==> src/rtl/shift_sub_div.sv <==
// Sequential unsigned restoring divider: one quotient bit per clock, start/stop
// handshake shared with the shift-and-add multiplier.
module shift_sub_div #(
  parameter int N = 8
) (
  input  logic         i_clk,
  input  logic         i_rst,
  input  logic         i_start,
  input  logic [N-1:0] i_dividend,
  input  logic [N-1:0] i_divisor,
  output logic [N-1:0] o_quotient,
  output logic [N-1:0] o_remainder,
  output logic         o_stop,
  output logic         o_busy,
  output logic         o_div_by_zero
);

  localparam logic [1:0] S_IDLE = 2'd0;
  localparam logic [1:0] S_CALC = 2'd1;
  localparam logic [1:0] S_DONE = 2'd2;

  localparam int CW = $clog2(N + 1);

  logic [1:0]    state_q, state_d;
  logic [N-1:0]  div_q, div_d;
  logic [N-1:0]  quo_q, quo_d;
  logic [N:0]    rem_q, rem_d;
  logic [CW-1:0] cnt_q, cnt_d;
  logic [N-1:0]  quot_q, quot_d;
  logic [N-1:0]  rmd_q, rmd_d;
  logic          stop_q, stop_d;
  logic          busy_q, busy_d;
  logic          dbz_q, dbz_d;

  logic [N+1:0]  shifted;
  logic [N+1:0]  trial;
  logic [N:0]    rem_next;
  logic [N-1:0]  quo_next;

  // Trial subtraction is one bit wider than the shifted remainder, so its
  // top bit is the borrow: set means the divisor did not fit this step.
  always_comb begin
    shifted  = {rem_q, quo_q[N-1]};
    trial    = shifted - {2'b00, div_q};
    rem_next = trial[N+1] ? shifted[N:0] : trial[N:0];
    quo_next = {quo_q[N-2:0], ~trial[N+1]};
  end

  always_comb begin
    state_d = state_q;
    div_d   = div_q;
    quo_d   = quo_q;
    rem_d   = rem_q;
    cnt_d   = cnt_q;
    quot_d  = quot_q;
    rmd_d   = rmd_q;
    stop_d  = stop_q;
    busy_d  = busy_q;
    dbz_d   = dbz_q;
    case (state_q)
      S_IDLE: begin
        if (i_start) begin
          if (i_divisor != '0) begin
            state_d = S_CALC;
            div_d   = i_divisor;
            quo_d   = i_dividend;
            rem_d   = '0;
            cnt_d   = CW'(N);
            busy_d  = 1'b1;
          end else begin
            state_d = S_DONE;
            quot_d  = '1;
            rmd_d   = i_dividend;
            dbz_d   = 1'b1;
            stop_d  = 1'b1;
          end
        end
      end
      S_CALC: begin
        quo_d = quo_next;
        rem_d = rem_next;
        cnt_d = cnt_q - CW'(1);
        if (cnt_q == CW'(1)) begin
          state_d = S_DONE;
          quot_d  = quo_next;
          rmd_d   = rem_next[N-1:0];
          stop_d  = 1'b1;
          busy_d  = 1'b0;
          dbz_d   = 1'b0;
        end
      end
      S_DONE: begin
        if (!i_start) begin
          state_d = S_IDLE;
          stop_d  = 1'b0;
        end
      end
      default: state_d = S_IDLE;
    endcase
  end

  always_ff @(posedge i_clk) begin
    if (i_rst) begin
      state_q <= S_IDLE;
      div_q   <= '0;
      quo_q   <= '0;
      rem_q   <= '0;
      cnt_q   <= '0;
      quot_q  <= '0;
      rmd_q   <= '0;
      stop_q  <= 1'b0;
      busy_q  <= 1'b0;
      dbz_q   <= 1'b0;
    end else begin
      state_q <= state_d;
      div_q   <= div_d;
      quo_q   <= quo_d;
      rem_q   <= rem_d;
      cnt_q   <= cnt_d;
      quot_q  <= quot_d;
      rmd_q   <= rmd_d;
      stop_q  <= stop_d;
      busy_q  <= busy_d;
      dbz_q   <= dbz_d;
    end
  end

  assign o_quotient    = quot_q;
  assign o_remainder   = rmd_q;
  assign o_stop        = stop_q;
  assign o_busy        = busy_q;
  assign o_div_by_zero = dbz_q;

endmodule

==> config.mk <==
export PLATFORM = sky130hd
export DESIGN_NAME = shift_sub_div
export DESIGN_NICKNAME = d
export VERILOG_FILES = /design/src/rtl/shift_sub_div.sv
export SDC_FILE = /design/constraint.sdc
export NUM_CORES = 1
export LEC_CHECK = 0
export ABC_CLOCK_PERIOD_IN_PS = 3940
export CORE_ASPECT_RATIO = 1.1
export CORE_MARGIN = 8
export CORE_UTILIZATION = 50
export CTS_BUF_LIST = sky130_fd_sc_hd__clkbuf_8
export DETAILED_ROUTE_END_ITERATION = 10
export PLACE_DENSITY = 0.78
export SYNTH_ARGS = -nofsm -noshare
export SYNTH_HDL_FRONTEND = slang
export SYNTH_SLANG_ARGS = --single-unit
==> constraint.sdc <==
create_clock -name i_clk -period 3.94 [get_ports i_clk]
set_clock_uncertainty 0.15 [all_clocks]
set_input_delay 0.788 -clock i_clk [delete_from_list [all_inputs] [get_ports i_clk]]
set_output_delay 0.788 -clock i_clk [all_outputs]
set_load 0.02 [all_outputs]
* Yosys cells after proc, flatten, opt, wreduce, memory -nomap -nowiden
Cells that the tools add are included.
** Cells by class
- Add/subtract/negate cells :: 2
- Equal/unequal tests :: 8
- Muxes and demuxes :: 33
- Bitwise gates (word level) :: 1
- Reductions and logical operators :: 10
** Operators with widths (number)
- two-way mux 8 bit :: 8
- case mux 8 bit (2 select lines) :: 3
- two-way mux 9 bit :: 3
- case mux 9 bit (2 select lines) :: 1
- != test 2 bit, second input constant :: 5
- subtractor 10 x 8 -> 10 bit :: 1
- AND reduction 3 bit :: 3
- two-way mux 2 bit :: 4
- two-way mux 4 bit :: 2
- case mux 4 bit (2 select lines) :: 1
- AND reduction 4 bit :: 2
- nonzero test 8 bit :: 1
- two-way mux 1 bit :: 7
- case mux 2 bit (3 select lines) :: 1
- AND reduction 5 bit :: 1
- == test 4 x 1 -> 1 bit, second input constant :: 1
- case mux 1 bit (2 select lines) :: 2
- subtractor 4 x 1 -> 4 bit, second input constant :: 1
- case mux 1 bit (3 select lines) :: 1
- nonzero test 3 bit :: 1
- == test 2 x 1 -> 1 bit, second input constant :: 1
- == test 2 bit, second input constant :: 1
- logical NOT 2 bit :: 1
- nonzero test 2 bit :: 1
- inverter 1 bit :: 1
** Storage, ports and cells
- Register bits after elaboration :: 50
- Input bits :: 19
- Output and inout port bits :: 19
- Logic and storage cells :: 64

* Depth between registers and ports, before layout
Gate-level depths: netlist of the first run.
- Word-level depth :: 4
- Depth in mapped cells :: 10
- Mapped depth without buffers :: 10

* Worst setup path before layout of the first run
Ideal clock, no wire load.
- Path type :: flip-flop to flip-flop
- Start :: reg quo_q[7]
- End :: reg rem_q[8]
- Library setup time :: 0.132 ns
- Data arrival time :: 2.090 ns
- Data required time :: 3.658 ns
- Path slack :: 1.567 ns
- Cell stages (with the launch flop) :: 11
- Buffers on the path :: 0
- Period minus slack after synthesis :: 2.373 ns
- Cell sequence :: dfxtp_1 inv_1 ha_1 inv_1 fa_1 a211o_1 a2111oi_0 nor2_1 o31a_1 o21ai_1 a21oi_1
** On the way
- Cells in the longest elaborated chain, start to end :: 3
** RTL lines
- start, declared :: RTL line 26 : logic [N-1:0] quo_q, quo_d;
- start signal, assigned :: RTL line 117 : quo_q <= quo_d;
- subtractor 10 x 8 -> 10 bit :: RTL line 44 : trial = shifted - {2'b00, div_q};
- two-way mux 9 bit :: RTL line 45 : rem_next = trial[N+1] ? shifted[N:0] : trial[N:0];
- case mux 9 bit (2 select lines) :: RTL line 60 : case (state_q)
- end signal, assigned :: RTL line 118 : rem_q <= rem_d;
- end, declared :: RTL line 27 : logic [N:0] rem_q, rem_d;
No other way between the ends.
A chain may end at the register's enable or synchronous reset.

* Final worst setup path of the first run
- Start :: in i_divisor[6]
- End :: reg quot_q[1], in the netlist o_quotient[1]
** On the way
- Cells in the longest elaborated chain, start to end :: 3
** RTL lines
- start, declared :: RTL line 10 : input logic [N-1:0] i_divisor,
- nonzero test 8 bit :: RTL line 63 : if (i_divisor != '0) begin
- != test 2 bit (no line)
- AND reduction 4 bit (no line)
- end signal, assigned :: RTL line 120 : quot_q <= quot_d;
- end, declared :: RTL line 29 : logic [N-1:0] quot_q, quot_d;
No other way between the ends.

==> results of run 1 <==
path summary, 6_finish.rpt:
path,startpoint,to,depth (start not counted),slack [ns]
worst max-delay path,i_divisor[6],o_quotient[1],7,0.81
worst min-delay path,div_q[1],div_q[1],2,0.31
worst min register to register,div_q[1],div_q[1],2,0.31
worst max register to register,state_q[1],o_quotient[1],8,1.04
worst min-delay path: stages, from the launching register on:
cell and delay, ns:
dfxtp_1 0.32, nand2_1 0.05, a21oi_1 0.05
power groups by stage:
stage	Clock [W]	Sequential [W]	Combinational, W
6_report	0.000328	0.000806	0.00168
5_1_grt	0.000348	0.000825	0.00184
3_3_place_gp	0	0.000813	0.00164
4_1_cts	0.000331	0.000806	0.00168
3_5_place_dp	0	0.000816	0.00167
2_1_floorplan	0	0.000907	0.00114
layout make-up:
type | instances | area (um2) | area share [%]
Multi-Input combinational cell | 236 | 1618 | 49.48
Sequential cell | 50 | 1001 | 30.62
Timing Repair Buffer | 41 | 395.4 | 12.09
Tap cell | 75 | 93.84 | 2.870
Clock buffer | 5 | 68.82 | 2.105
Inverter | 17 | 63.81 | 1.952
Clock inverter | 3 | 28.78 | 0.8802
cells by family after synthesis:
| kind of cell | Yosys count |
|---|---|
| XOR/XNOR | 4 |
| AND/OR/NAND/NOR | 110 |
| AO/OA/AOI/OAI | 103 |
| buffers and inverters | 35 |
| multiplexers | 5 |
| adder cells (fa/ha/maj) | 14 |
| flip-flops | 50 |
layer usage:
| layer | wire length, um | track usage (%) |
|---|---|---|
| met2 | 3177 | 27.96 |
| met1 | 3164 | 19.86 |
| met5 | 0 | 0 |
| met4 | 102 | 5.460 |
| met3 | 255 | 3.325 |
state kept, by name, indices dropped and copies added (netlist names):
| name | flops |
|---|---|
| div_q | 8 |
| state_q | 2 |
| rem_q | 9 |
| o_busy | 1 |
| o_stop | 1 |
| o_remainder | 8 |
| o_div_by_zero | 1 |
| quo_q | 8 |
| cnt_q | 4 |
| o_quotient | 8 |
stage by stage:
stage / util, % / instances / cell area [um2] / setup WS (ns) / total power [W]
3_5_place_dp: 59.17 / 419 / 3172 / 0.5124 / 0.002483
3_3_place_gp: 59.17 / 419 / 3172 / 0.6040 / 0.002453
2_1_floorplan: - / 321 / 2778 / 1.567 / 0.002052
5_1_grt: 60.99 / 427 / 3269 / 0.6732 / 0.003014
6_report: 60.99 / 427 / 3269 / 0.8133 / 0.002817
4_1_cts: 60.99 / 427 / 3269 / 0.8520 / 0.002813
placed cells by master (no fill, tap or decap), types with 5 or more instances in the layout:
master,count
dfxtp_1,50
nor2_1,49
clkdlybuf4s50_1,36
a21oi_1,24
nand2_1,22
inv_1,16
ha_1,13
o22ai_1,10
a211oi_1,9
a21o_1,7
nor3_1,6
mux2i_1,5
nand3_1,5
a31oi_1,5
a311oi_2,5
a311oi_1,5
clkbuf_8,5
==> report_table.html, run 1 <==
<table>
<tr><th>Metric</th><th>Value</th></tr>
<tr><th colspan="2">Status</th></tr>
<tr><td>Run status</td><td>finished clean</td></tr>
<tr><th colspan="2">GRT</th></tr>
<tr><td>Remaining global-route overflow</td><td>0</td></tr>
<tr><td>Maximum number of pins on one net before global-route repair</td><td>55</td></tr>
<tr><td>Vias in the first global route</td><td>2,332</td></tr>
<tr><td>Wire length of the first global-routing pass</td><td>10,790 um</td></tr>
<tr><td>Global-route usage over all layers</td><td>16.36%</td></tr>
<tr><td>Antenna violations before repair</td><td>0</td></tr>
<tr><th colspan="2">Route</th></tr>
<tr><td>Remaining antenna violation count after routing</td><td>0</td></tr>
<tr><td>Total Wirelength</td><td>6699 um</td></tr>
<tr><td>Routed wirelength normalized by instance count</td><td>15.69 um</td></tr>
<tr><td>Average via count per standard cell</td><td>5.735</td></tr>
<tr><td>Router iterations before antenna repair</td><td>4</td></tr>
<tr><td>Total number of vias</td><td>2,449</td></tr>
<tr><td>Starting DRT DRC Count</td><td>185</td></tr>
<tr><td>Number of DRC violations after detailed routing</td><td>0</td></tr>
<tr><th colspan="2">Timing</th></tr>
<tr><td>Final Critical Period</td><td>3.127 ns</td></tr>
<tr><td>Final Cycle Share</td><td>79.36%</td></tr>
<tr><td>Headroom to the max-slew limit</td><td>21.83%</td></tr>
<tr><td>Highest clock frequency the design can meet</td><td>0.3198 GHz</td></tr>
<tr><td>Number of pins exceeding their max-slew limit in the final report</td><td>0</td></tr>
<tr><td>Final sum of negative setup slack</td><td>0 ns</td></tr>
<tr><td>Transition time at the pin with the least slew margin</td><td>1.165 ns</td></tr>
<tr><td>Setup repair after global routing missed its margin</td><td>no</td></tr>
<tr><td>Final setup vio count</td><td>0</td></tr>
<tr><td>Hold violation count in the final report</td><td>0</td></tr>
<tr><td>Worst hold slack</td><td>0.3102 ns</td></tr>
<tr><th colspan="2">Worst setup path</th></tr>
<tr><td>Number of buffer and inverter instances along the worst setup path</td><td>1</td></tr>
<tr><td>Cell chain of the critical path</td><td>clkdlybuf4s50_1 -&gt; nor4_4 -&gt; nand2_2 -&gt; a211oi_4 -&gt; nand2_1 -&gt; o22ai_1 -&gt; nor2_1</td></tr>
<tr><td>Arrival time of data at the critical path endpoint</td><td>3.15 ns</td></tr>
<tr><td>CP Launch Type</td><td>input port</td></tr>
<tr><td>Endpoint kind of the worst setup timing path</td><td>flip-flop</td></tr>
<tr><td>Critical Path Slowest Stage Cell</td><td>a211oi_4</td></tr>
<tr><td>Crit-path leading delay family</td><td>simple AND/OR/NAND/NOR gates</td></tr>
<tr><td>Data required time at the worst endpoint</td><td>3.97 ns</td></tr>
<tr><td>Category of the most critical setup path</td><td>input port to flip-flop</td></tr>
<tr><td>Max stage delay on crit path</td><td>0.69 ns</td></tr>
<tr><td>Highest net fanout along the worst path</td><td>16</td></tr>
<tr><th colspan="2">Cells and area</th></tr>
<tr><td>N_diodes</td><td>0</td></tr>
<tr><td>Relative area change from synthesis to final layout</td><td>17.70%</td></tr>
<tr><td>Share of final-layout standard cells stronger than drive strength 1</td><td>11.65%</td></tr>
<tr><td>Number of nets in the finished design</td><td>384</td></tr>
<tr><td>Filler Cell Count</td><td>485</td></tr>
<tr><th colspan="2">Placed design</th></tr>
<tr><td>Global placement routability congestion</td><td>0.8367</td></tr>
<tr><td>Number of port buffers</td><td>37</td></tr>
<tr><td>Half-perimeter wire length after detailed placement</td><td>4796 um</td></tr>
<tr><th colspan="2">Yosys</th></tr>
<tr><td>Fraction of the mapped netlist area in simple logic gates</td><td>19.91%</td></tr>
<tr><td>Synth async-reset ratio</td><td>0%</td></tr>
<tr><td>Post-Syn Instances</td><td>321</td></tr>
<tr><td>Leading cell types by count after synthesis</td><td>dfxtp_1, nor2_1, a21oi_1, nand2_1, inv_1</td></tr>
<tr><td>Share of synthesized area occupied by flip-flops and latches</td><td>36.04%</td></tr>
<tr><td>Most used flip-flop cell after synthesis</td><td>dfxtp_1</td></tr>
<tr><td>Synthesized-area fraction occupied by xor and xnor cells</td><td>1.261%</td></tr>
<tr><td>Synthesized area</td><td>2778 um2</td></tr>
<tr><td>Yosys Warn Count</td><td>0</td></tr>
<tr><td>Number of distinct library cells after synthesis</td><td>60</td></tr>
<tr><td>Fraction of synthesized area in multiplexers</td><td>1.802%</td></tr>
<tr><td>Mean instance size in the synthesized netlist</td><td>8.653 um2</td></tr>
<tr><td>Net Count, Synth</td><td>354</td></tr>
<tr><td>EDFF count, synth</td><td>0</td></tr>
<tr><td>Post-synth top area share</td><td>36.04%</td></tr>
<tr><td>Area leader, netlist</td><td>dfxtp_1</td></tr>
<tr><td>Adder-cell share of the synthesized area</td><td>6.577%</td></tr>
<tr><td>Post-synthesis sequential element count</td><td>50</td></tr>
<tr><td>Largest family of logic cells by synthesized area</td><td>compound AO/OA/AOI/OAI gates</td></tr>
<tr><td>Ranking of synthesized cells by area</td><td>dfxtp_1, nor2_1, ha_1</td></tr>
<tr><td>Post-synthesis compound-gate area fraction</td><td>28.69%</td></tr>
<tr><td>Most common cell in the netlist</td><td>dfxtp_1</td></tr>
<tr><th colspan="2">Die</th></tr>
<tr><td>Number of rows created at floorplan</td><td>28</td></tr>
<tr><td>Core region area</td><td>5360 um2</td></tr>
<tr><td>Die Outline Area</td><td>8199 um2</td></tr>
<tr><td>Number of ports placed on the die boundary</td><td>38</td></tr>
<tr><td>Initial Util</td><td>51.82%</td></tr>
<tr><td>Die X-Extent</td><td>87.07 um</td></tr>
<tr><td>Overall die height</td><td>94.17 um</td></tr>
<tr><th colspan="2">Pwr</th></tr>
<tr><td>Flop pwr share</td><td>28.6%</td></tr>
<tr><td>Clock group share of total power</td><td>11.7%</td></tr>
<tr><td>Maximum VDD drop</td><td>0.5620 mV</td></tr>
<tr><td>P per Cell Area</td><td>861.6 nW/um2</td></tr>
<tr><td>Switching power</td><td>0.001331 W</td></tr>
<tr><td>Internal power component</td><td>0.001486 W</td></tr>
<tr><td>P_leak</td><td>1.181 nW</td></tr>
<tr><td>Switching Fraction</td><td>47.23%</td></tr>
<tr><td>Combinational group share of total power</td><td>59.7%</td></tr>
<tr><th colspan="2">CTS</th></tr>
<tr><td>Number of setup buffers added after CTS</td><td>0</td></tr>
<tr><td>CTS max path bufs</td><td>2</td></tr>
<tr><td>Source-to-sink clock delay at the later pin of the worst-skew pair</td><td>0.32 ns</td></tr>
<tr><td>Hold-fix buffer count after cts</td><td>0</td></tr>
<tr><td>Num CTS Buffers</td><td>5</td></tr>
<tr><td>Root buffer cell</td><td>clkbuf_8</td></tr>
<tr><td>Number of gates resized after cts</td><td>0</td></tr>
<tr><td>Sink count of the clock tree</td><td>50</td></tr>
<tr><td>Reg clk slew, reported paths</td><td>0.10 ns</td></tr>
<tr><td>CTS H-tree depth</td><td>2</td></tr>
<tr><td>TritonCTS clock tree</td><td>yes</td></tr>
<tr><th colspan="2">Run</th></tr>
<tr><td>Number of maximum-capacitance violations</td><td>0</td></tr>
<tr><th colspan="2">Worst hold path</th></tr>
<tr><td>Class of the tightest hold or removal check</td><td>flip-flop to flip-flop</td></tr>
</table>
No activity file was read; power rests on OpenSTA's default activity.
==> run 2, diff against run 1 <==
Settings changed: ABC_CLOCK_PERIOD_IN_PS 3940 to 2680, PLACE_DENSITY 0.78 to 0.81.
Clock period 3.94 ns to 2.68 ns, I/O delays scaled along.
==> run 2 against run 1 <==
Compared with the run above:
- setup slack got worse by 0.67 ns
- register-to-register slack got worse by 0.89 ns
- count of clock-buffer cells in the layout unchanged
- via count increased by 3.0%
- sequential power increased by 46%
- hold slack improved by 0.014 ns
- die area unchanged
- sequential cell count unchanged
- non-clock buffer count increased by 13
- power increased by 52%
- clock power increased by 44%
- largest power group unchanged
- highest routed layer unchanged
==> report_table.html, run 2 (synthesis results as in run 1) <==
<table>
<tr><th>Metric</th><th>Value</th></tr>
<tr><th colspan="2">Pwr</th></tr>
<tr><td>Switching power</td><td>0.001993 W (+50%)</td></tr>
<tr><td>Switching Fraction</td><td>46.46% (-0.77 points)</td></tr>
<tr><td>Clock group share of total power</td><td>11.0% (-0.7 points)</td></tr>
<tr><td>P per Cell Area</td><td>1267 nW/um2 (+47%)</td></tr>
<tr><td>Flop pwr share</td><td>27.4% (-1.2 points)</td></tr>
<tr><td>P_leak</td><td>1.247 nW (+5.6%)</td></tr>
<tr><td>Combinational group share of total power</td><td>61.6% (+1.9 points)</td></tr>
<tr><td>Maximum VDD drop</td><td>0.9207 mV (+64%)</td></tr>
<tr><td>Overall power of the completed layout</td><td>0.004289 W (+52%)</td></tr>
<tr><td>Internal power component</td><td>0.002297 W (+55%)</td></tr>
<tr><th colspan="2">CTS</th></tr>
<tr><td>Reg clk slew, reported paths</td><td>0.09 ns (about the same)</td></tr>
<tr><td>Source-to-sink clock delay at the later pin of the worst-skew pair</td><td>0.31 ns (about the same)</td></tr>
<tr><td>Sink count of the clock tree</td><td>50 (unchanged)</td></tr>
<tr><td>Num CTS Buffers</td><td>5 (unchanged)</td></tr>
<tr><td>CTS H-tree depth</td><td>2 (unchanged)</td></tr>
<tr><td>Hold-fix buffer count after cts</td><td>0 (unchanged)</td></tr>
<tr><td>Root buffer cell</td><td>clkbuf_8</td></tr>
<tr><td>CTS max path bufs</td><td>2 (unchanged)</td></tr>
<tr><td>Number of setup buffers added after CTS</td><td>0 (unchanged)</td></tr>
<tr><td>TritonCTS clock tree</td><td>yes</td></tr>
<tr><th colspan="2">Die</th></tr>
<tr><td>Die X-Extent</td><td>87.07 um (unchanged)</td></tr>
<tr><td>Die Outline Area</td><td>8199 um2 (unchanged)</td></tr>
<tr><td>Core region area</td><td>5360 um2 (unchanged)</td></tr>
<tr><td>Number of ports placed on the die boundary</td><td>38 (unchanged)</td></tr>
<tr><td>Number of rows created at floorplan</td><td>28 (unchanged)</td></tr>
<tr><td>Overall die height</td><td>94.17 um (unchanged)</td></tr>
<tr><td>Initial Util</td><td>51.82% (unchanged)</td></tr>
<tr><th colspan="2">Run</th></tr>
<tr><td>Number of maximum-capacitance violations</td><td>0 (unchanged)</td></tr>
<tr><th colspan="2">Route</th></tr>
<tr><td>Number of DRC violations after detailed routing</td><td>0 (unchanged)</td></tr>
<tr><td>Routed wirelength normalized by instance count</td><td>15.50 um (-1.2%)</td></tr>
<tr><td>Router iterations before antenna repair</td><td>4 (unchanged)</td></tr>
<tr><td>Total number of vias</td><td>2,523 (+3.0%)</td></tr>
<tr><td>Average via count per standard cell</td><td>5.734 (about the same)</td></tr>
<tr><td>Total Wirelength</td><td>6818 um (+1.8%)</td></tr>
<tr><td>Remaining antenna violation count after routing</td><td>0 (unchanged)</td></tr>
<tr><td>Starting DRT DRC Count</td><td>148 (-20%)</td></tr>
<tr><th colspan="2">GRT</th></tr>
<tr><td>Vias in the first global route</td><td>2,476 (+6.2%)</td></tr>
<tr><td>Remaining global-route overflow</td><td>0 (unchanged)</td></tr>
<tr><td>Antenna violations before repair</td><td>0 (unchanged)</td></tr>
<tr><td>Wire length of the first global-routing pass</td><td>11,630 um (+7.8%)</td></tr>
<tr><td>Global-route usage over all layers</td><td>17.59% (+1.2 points)</td></tr>
<tr><td>Maximum number of pins on one net before global-route repair</td><td>28 (-49%)</td></tr>
<tr><th colspan="2">Cells and area</th></tr>
<tr><td>Most frequent cells in the layout</td><td>dfxtp_1, nor2_1, clkdlybuf4s50_1</td></tr>
<tr><td>Number of nets in the finished design</td><td>397 (+3.4%)</td></tr>
<tr><td>Relative area change from synthesis to final layout</td><td>21.85%</td></tr>
<tr><td>N_diodes</td><td>0 (unchanged)</td></tr>
<tr><td>Final instance area</td><td>3385 um2 (+3.5%)</td></tr>
<tr><td>Share of final-layout standard cells stronger than drive strength 1</td><td>15.62% (+4.0 points)</td></tr>
<tr><td>Most flops, register</td><td>rem_q</td></tr>
<tr><td>Most frequent standard cell in the layout excluding fill and tap cells</td><td>dfxtp_1</td></tr>
<tr><td>Flip-flop count of the largest register, all copies and words added</td><td>9 (unchanged)</td></tr>
<tr><th colspan="2">Worst setup path</th></tr>
<tr><td>Category of the most critical setup path</td><td>flip-flop to flip-flop</td></tr>
<tr><td>Arrival time of data at the critical path endpoint</td><td>2.59 ns (-0.56 ns)</td></tr>
<tr><td>Number of cells traversed by the worst register-to-register path</td><td>10 (+2)</td></tr>
<tr><td>Flop-to-flop setup slack</td><td>0.15 ns (-0.89 ns)</td></tr>
<tr><td>Critical R2R Capture</td><td>rem_q[8]</td></tr>
<tr><td>Data required time at the worst endpoint</td><td>2.73 ns (-1.24 ns)</td></tr>
<tr><td>Highest net fanout along the worst path</td><td>3 (-13)</td></tr>
<tr><td>CP Launch Type</td><td>flip-flop</td></tr>
<tr><td>Endpoint kind of the worst setup timing path</td><td>flip-flop</td></tr>
<tr><td>Crit Reg-Reg Startpoint</td><td>quo_q[7]</td></tr>
<tr><th colspan="2">Status</th></tr>
<tr><td>Run status</td><td>finished clean</td></tr>
<tr><th colspan="2">Timing</th></tr>
<tr><td>Final sum of negative setup slack</td><td>0 ns (unchanged)</td></tr>
<tr><td>Number of pins exceeding their max-slew limit in the final report</td><td>0 (unchanged)</td></tr>
<tr><td>Final Cycle Share</td><td>94.51%</td></tr>
<tr><td>Headroom to the max-slew limit</td><td>66.40% (+45 points)</td></tr>
<tr><td>Final Critical Period</td><td>2.533 ns</td></tr>
<tr><td>Setup repair after global routing missed its margin</td><td>no</td></tr>
<tr><td>Hold violation count in the final report</td><td>0 (unchanged)</td></tr>
<tr><td>Final setup vio count</td><td>0 (unchanged)</td></tr>
<tr><td>Highest clock frequency the design can meet</td><td>0.3948 GHz</td></tr>
<tr><td>Transition time at the pin with the least slew margin</td><td>0.5040 ns (-0.6608 ns)</td></tr>
<tr><th colspan="2">Worst hold path</th></tr>
<tr><td>Hold Crit Depth</td><td>2 (unchanged)</td></tr>
<tr><td>Min-Delay Startpoint</td><td>div_q[1]</td></tr>
<tr><td>Worst hold endpoint</td><td>div_q[1]</td></tr>
<tr><td>Class of the tightest hold or removal check</td><td>flip-flop to flip-flop</td></tr>
<tr><th colspan="2">Placed design</th></tr>
<tr><td>Global placement routability congestion</td><td>0.8397 (+0.36%)</td></tr>
<tr><td>Half-perimeter wire length after detailed placement</td><td>5033 um (+5.0%)</td></tr>
<tr><td>Number of port buffers</td><td>37 (unchanged)</td></tr>
<tr><td>Instance area after placement</td><td>3269 um2 (+3.1%)</td></tr>
</table>
==> run 2: cell count changes in the layout (fill, tap and decap cells not counted), sizes merged <==
cell,delta
buf,+13
==> run 2: power by group through the flow <==
| stage | Clock [W] | Combinational, W | Sequential, W |
|---|---|---|---|
| 3_5_place_dp | 0 | 0.00256 | 0.00119 |
| 6_report | 0.000472 | 0.00264 | 0.00118 |
| 2_1_floorplan | 0 | 0.00168 | 0.00133 |
| 5_1_grt | 0.000515 | 0.00288 | 0.00121 |
| 4_1_cts | 0.000484 | 0.00258 | 0.00118 |
| 3_3_place_gp | 0 | 0.00250 | 0.00119 |
==> run 2: through the flow <==
step                      instances  hold slack, ns  utilization (%)  setup slack [ns]
after floorplan                 321          0.2863                -            0.3073
after global placement          432          0.2962            60.99            0.1241
after detailed placement        432          0.3107            60.99           0.07345
after CTS                       440          0.3249            62.82           0.08109
after global routing            440          0.3565            63.14           0.01887
final                           440          0.3240            63.14            0.1471
==> run 2: layout make-up <==
type	count	area, um2
clock buffers	5	68.82
inverters	17	63.81
repair buffers	54	493.0
fillers	465	1976
well taps	75	93.84
clock inverters	3	28.78
flip-flops and latches	50	1001
multi-input cells	236	1635
==> run 2: how the worst max path moves through the flow <==
stage                  from              to  cells after the start  slack, ns
2_1_floorplan      quo_q[7]        rem_q[8]                     10       0.31
3_3_place_gp   i_divisor[2]  o_remainder[0]                      7       0.12
3_5_place_dp   i_divisor[2]  o_remainder[0]                      7       0.07
4_1_cts            quo_q[7]        rem_q[8]                     10       0.08
5_1_grt            div_q[7]  o_remainder[3]                      8       0.02
6_report           quo_q[7]        rem_q[8]                     10       0.15
==> run 2: critical path, cell delays in order (launching register included) <==
cell and delay (ns):
dfxtp_1 0.33, inv_1 0.06, ha_1 0.14, inv_1 0.05, fa_1 0.41, a211o_1 0.33
a2111oi_2 0.32, nor2_1 0.13, o31a_1 0.26, o21ai_1 0.17, a21oi_1 0.08
==> run 2: layer usage <==
metal  vias to the layer above  GRT usage, %  part of all wire [%]  wire, um
met5                         -             0                     0         0
met2                        52         30.13                    50      3416
met4                         0         6.034                   1.1        72
li1                       1252             -                     -         -
met3                         7         3.675                   4.4       299
met1                      1212         21.19                    44      3029
==> run 2: repair_timing <==
action,in CTS,in global routing
hold endpoints to repair,0,0
gates resized for setup,0,5
endpoints found under the setup margin,0,7
==> run 3, diff against run 2 <==
Settings changed: DONT_BUFFER_PORTS set to 1, MAX_ROUTING_LAYER set to met4, PLACE_DENSITY 0.81 to 0.72.
==> run 3 against run 2 <==
Compared with the run above:
- first-iteration DRC count up 38%
- clock power up 15%
- die area unchanged
- sequential power up 17%
- final area down 13%
- register-to-register slack better by 0.02 ns
- global-route usage down 1.3 points
- combinational power down 24%
- critical endpoint is now o_remainder[7]
- largest cell class unchanged
- largest power group unchanged
- highest routed layer unchanged
==> report_table.html, run 3 (synthesis results as in run 1) <==
<table>
<tr><th>Metric</th><th>Value</th></tr>
<tr><th colspan="2">Status</th></tr>
<tr><td>Run status</td><td>finished clean</td></tr>
<tr><th colspan="2">Cells and area</th></tr>
<tr><td>Number of nets in the finished design</td><td>350 (-12%)</td></tr>
<tr><td>Most frequent cells in the layout</td><td>dfxtp_1, nor2_1, a21oi_1</td></tr>
<tr><td>Share of final-layout standard cells stronger than drive strength 1</td><td>13.84% (-1.8 points)</td></tr>
<tr><td>Flip-flop count of the largest register, all copies and words added</td><td>9 (unchanged)</td></tr>
<tr><td>Filler Cell Count</td><td>495 (+6.5%)</td></tr>
<tr><td>N_diodes</td><td>0 (unchanged)</td></tr>
<tr><td>Relative area change from synthesis to final layout</td><td>6.396%</td></tr>
<tr><td>Most flops, register</td><td>rem_q</td></tr>
<tr><td>Most frequent standard cell in the layout excluding fill and tap cells</td><td>dfxtp_1</td></tr>
<tr><th colspan="2">Route</th></tr>
<tr><td>Remaining antenna violation count after routing</td><td>0 (unchanged)</td></tr>
<tr><td>Starting DRT DRC Count</td><td>204 (+38%)</td></tr>
<tr><td>Total number of vias</td><td>2,289 (-9.3%)</td></tr>
<tr><td>Routed wirelength normalized by instance count</td><td>16.04 um (+3.5%)</td></tr>
<tr><td>Total Wirelength</td><td>6302 um (-7.6%)</td></tr>
<tr><td>Number of DRC violations after detailed routing</td><td>0 (unchanged)</td></tr>
<tr><td>Average via count per standard cell</td><td>5.824 (+1.6%)</td></tr>
<tr><td>Router iterations before antenna repair</td><td>5 (+1)</td></tr>
<tr><th colspan="2">Worst setup path</th></tr>
<tr><td>Cell with the most instances on the worst path</td><td>o211ai_2</td></tr>
<tr><td>Flop-to-flop setup slack</td><td>0.17 ns (+0.02 ns)</td></tr>
<tr><td>Arrival time of data at the critical path endpoint</td><td>2.60 ns (about the same)</td></tr>
<tr><td>Cell chain of the critical path</td><td>inv_1 -&gt; ha_1 -&gt; a211oi_2 -&gt; o211ai_2 -&gt; or3_1 -&gt; nand2_4 -&gt; o211ai_2 -&gt; a311oi_2</td></tr>
<tr><td>Critical R2R Capture</td><td>o_remainder[7]</td></tr>
<tr><td>Max stage delay on crit path</td><td>0.54 ns (+0.13 ns)</td></tr>
<tr><td>Crit Reg-Reg Startpoint</td><td>div_q[7]</td></tr>
<tr><td>Number of cells traversed by the worst register-to-register path</td><td>8 (-2)</td></tr>
<tr><td>Endpoint kind of the worst setup timing path</td><td>flip-flop</td></tr>
<tr><td>CP Launch Type</td><td>flip-flop</td></tr>
<tr><td>Highest net fanout along the worst path</td><td>7 (+4)</td></tr>
<tr><td>Data required time at the worst endpoint</td><td>2.77 ns (+0.04 ns)</td></tr>
<tr><td>Critical Path Slowest Stage Cell</td><td>or3_1</td></tr>
<tr><td>Category of the most critical setup path</td><td>flip-flop to flip-flop</td></tr>
<tr><th colspan="2">Placed design</th></tr>
<tr><td>Half-perimeter wire length after detailed placement</td><td>4606 um (-8.5%)</td></tr>
<tr><td>Number of port buffers</td><td>0 (-100%)</td></tr>
<tr><td>Global placement routability congestion</td><td>0.8478 (+0.96%)</td></tr>
<tr><th colspan="2">Timing</th></tr>
<tr><td>Final setup vio count</td><td>0 (unchanged)</td></tr>
<tr><td>Setup repair after global routing missed its margin</td><td>no</td></tr>
<tr><td>Headroom to the max-slew limit</td><td>69.31% (+2.9 points)</td></tr>
<tr><td>Transition time at the pin with the least slew margin</td><td>0.4604 ns (-0.04364 ns)</td></tr>
<tr><td>Highest clock frequency the design can meet</td><td>0.3984 GHz (+0.91%)</td></tr>
<tr><td>Final Cycle Share</td><td>93.66% (-0.85 points)</td></tr>
<tr><td>Final sum of negative setup slack</td><td>0 ns (unchanged)</td></tr>
<tr><td>Number of pins exceeding their max-slew limit in the final report</td><td>0 (unchanged)</td></tr>
<tr><td>Hold violation count in the final report</td><td>0 (unchanged)</td></tr>
<tr><td>Final Critical Period</td><td>2.510 ns (-0.02273 ns)</td></tr>
<tr><th colspan="2">Die</th></tr>
<tr><td>Die X-Extent</td><td>87.07 um (unchanged)</td></tr>
<tr><td>Overall die height</td><td>94.17 um (unchanged)</td></tr>
<tr><td>Number of rows created at floorplan</td><td>28 (unchanged)</td></tr>
<tr><td>Core region area</td><td>5360 um2 (unchanged)</td></tr>
<tr><td>Die Outline Area</td><td>8199 um2 (unchanged)</td></tr>
<tr><td>Initial Util</td><td>51.82% (unchanged)</td></tr>
<tr><td>Number of ports placed on the die boundary</td><td>38 (unchanged)</td></tr>
<tr><th colspan="2">GRT</th></tr>
<tr><td>Vias in the first global route</td><td>2,138 (-14%)</td></tr>
<tr><td>Remaining global-route overflow</td><td>0 (unchanged)</td></tr>
<tr><td>Wire length of the first global-routing pass</td><td>10,420 um (-10%)</td></tr>
<tr><td>Maximum number of pins on one net before global-route repair</td><td>55 (+96%)</td></tr>
<tr><td>Global-route usage over all layers</td><td>16.25% (-1.3 points)</td></tr>
<tr><td>Antenna violations before repair</td><td>0 (unchanged)</td></tr>
<tr><th colspan="2">CTS</th></tr>
<tr><td>Source-to-sink clock delay at the later pin of the worst-skew pair</td><td>0.31 ns (about the same)</td></tr>
<tr><td>Number of setup buffers added after CTS</td><td>0 (unchanged)</td></tr>
<tr><td>Num CTS Buffers</td><td>5 (unchanged)</td></tr>
<tr><td>Reg clk slew, reported paths</td><td>0.10 ns (about the same)</td></tr>
<tr><td>CTS H-tree depth</td><td>2 (unchanged)</td></tr>
<tr><td>CTS max path bufs</td><td>2 (unchanged)</td></tr>
<tr><td>Sink count of the clock tree</td><td>50 (unchanged)</td></tr>
<tr><td>TritonCTS clock tree</td><td>yes</td></tr>
<tr><td>Root buffer cell</td><td>clkbuf_8</td></tr>
<tr><th colspan="2">Pwr</th></tr>
<tr><td>P per Cell Area</td><td>1330 nW/um2 (+4.9%)</td></tr>
<tr><td>Overall power of the completed layout</td><td>0.003931 W (-8.4%)</td></tr>
<tr><td>P_leak</td><td>1.067 nW (-14%)</td></tr>
<tr><td>Maximum VDD drop</td><td>0.5038 mV (-45%)</td></tr>
<tr><th colspan="2">Worst hold path</th></tr>
<tr><td>Min-Delay Startpoint</td><td>i_rst</td></tr>
<tr><td>Class of the tightest hold or removal check</td><td>input port to flip-flop</td></tr>
<tr><td>Worst hold endpoint</td><td>o_remainder[4]</td></tr>
<tr><td>Hold Crit Depth</td><td>1 (-1)</td></tr>
<tr><th colspan="2">Run</th></tr>
<tr><td>Number of maximum-capacitance violations</td><td>0 (unchanged)</td></tr>
</table>
## run 3: changes by cell type in the layout (fill, tap and decap cells not counted), sizes merged
cell and change:
buf -11, bufinv +1, clkdlybuf4s50 -36, clkinv -2, clkinvlp +1
## run 3: what timing repair did
item | CTS | global route
endpoints found under the setup margin | 0 | 8
resized for setup | 0 | 4
hold buffers | 0 | 0
## run 3: area by class of cell
| class | count | area (um2) | area share [%] |
|---|---|---|---|
| clock buffer | 5 | 68.82 | 2.329 |
| clock inverter | 3 | 41.29 | 1.397 |
| inverter | 17 | 63.81 | 2.159 |
| multi-input combinational | 236 | 1634 | 55.29 |
| sequential | 50 | 1001 | 33.87 |
| tap | 75 | 93.84 | 3.175 |
| timing repair buffer | 7 | 52.55 | 1.778 |
## run 3: routing by layer
layer | up-vias | track usage (%) | wire length [um]
li1 | 1158 | - | -
met3 | 8 | 4.374 | 454
met5 | - | - | 0
met2 | 59 | 25.16 | 2877
met4 | 0 | 6.034 | 108
met1 | 1064 | 19.69 | 2863
## run 3: worst max path at each step
stage,startpoint,endpoint,slack (ns),cells past startpoint
floorplan,quo_q[7],rem_q[8],0.31,10
detailed placement,quo_q[7],rem_q[8],0.15,10
CTS,quo_q[7],rem_q[8],0.11,10
global route,div_q[6],o_remainder[5],0.03,8
finish,div_q[7],o_remainder[7],0.17,8
global placement,quo_q[7],rem_q[8],0.22,10
## run 3: stage by stage
stage / hold slack [ns] / worst slack (ns) / instances / utilization (%) / instance area, um2
after floorplan: 0.2863 / 0.3073 / 321 / - / 2778
after detailed placement: 0.2973 / 0.1471 / 385 / 52.78 / 2829
after CTS: 0.1206 / 0.1144 / 393 / 54.83 / 2939
after global routing: 0.1111 / 0.02895 / 393 / 55.14 / 2955
final: 0.1238 / 0.1698 / 393 / 55.14 / 2955
after global placement: 0.2923 / 0.2243 / 385 / 52.78 / 2829
## run 3: worst max-delay path: cells and delay by family, from the launching register on
| kind | cells | cell delay [ns] |
|---|---|---|
| AO/OA/AOI/OAI | 4 | 0.81 |
| AND/OR/NAND/NOR | 2 | 0.72 |
| buffers and inverters | 1 | 0.05 |
| flip-flops | 1 | 0.32 |
| adder cells (fa/ha/maj) | 1 | 0.38 |
## run 3: power breakdown
part	internal [W]	switching [W]	leakage [nW]
clock network	0.000275	0.000269	0.0556
logic	0.000783	0.00123	0.602
registers	0.00101	0.000367	0.410
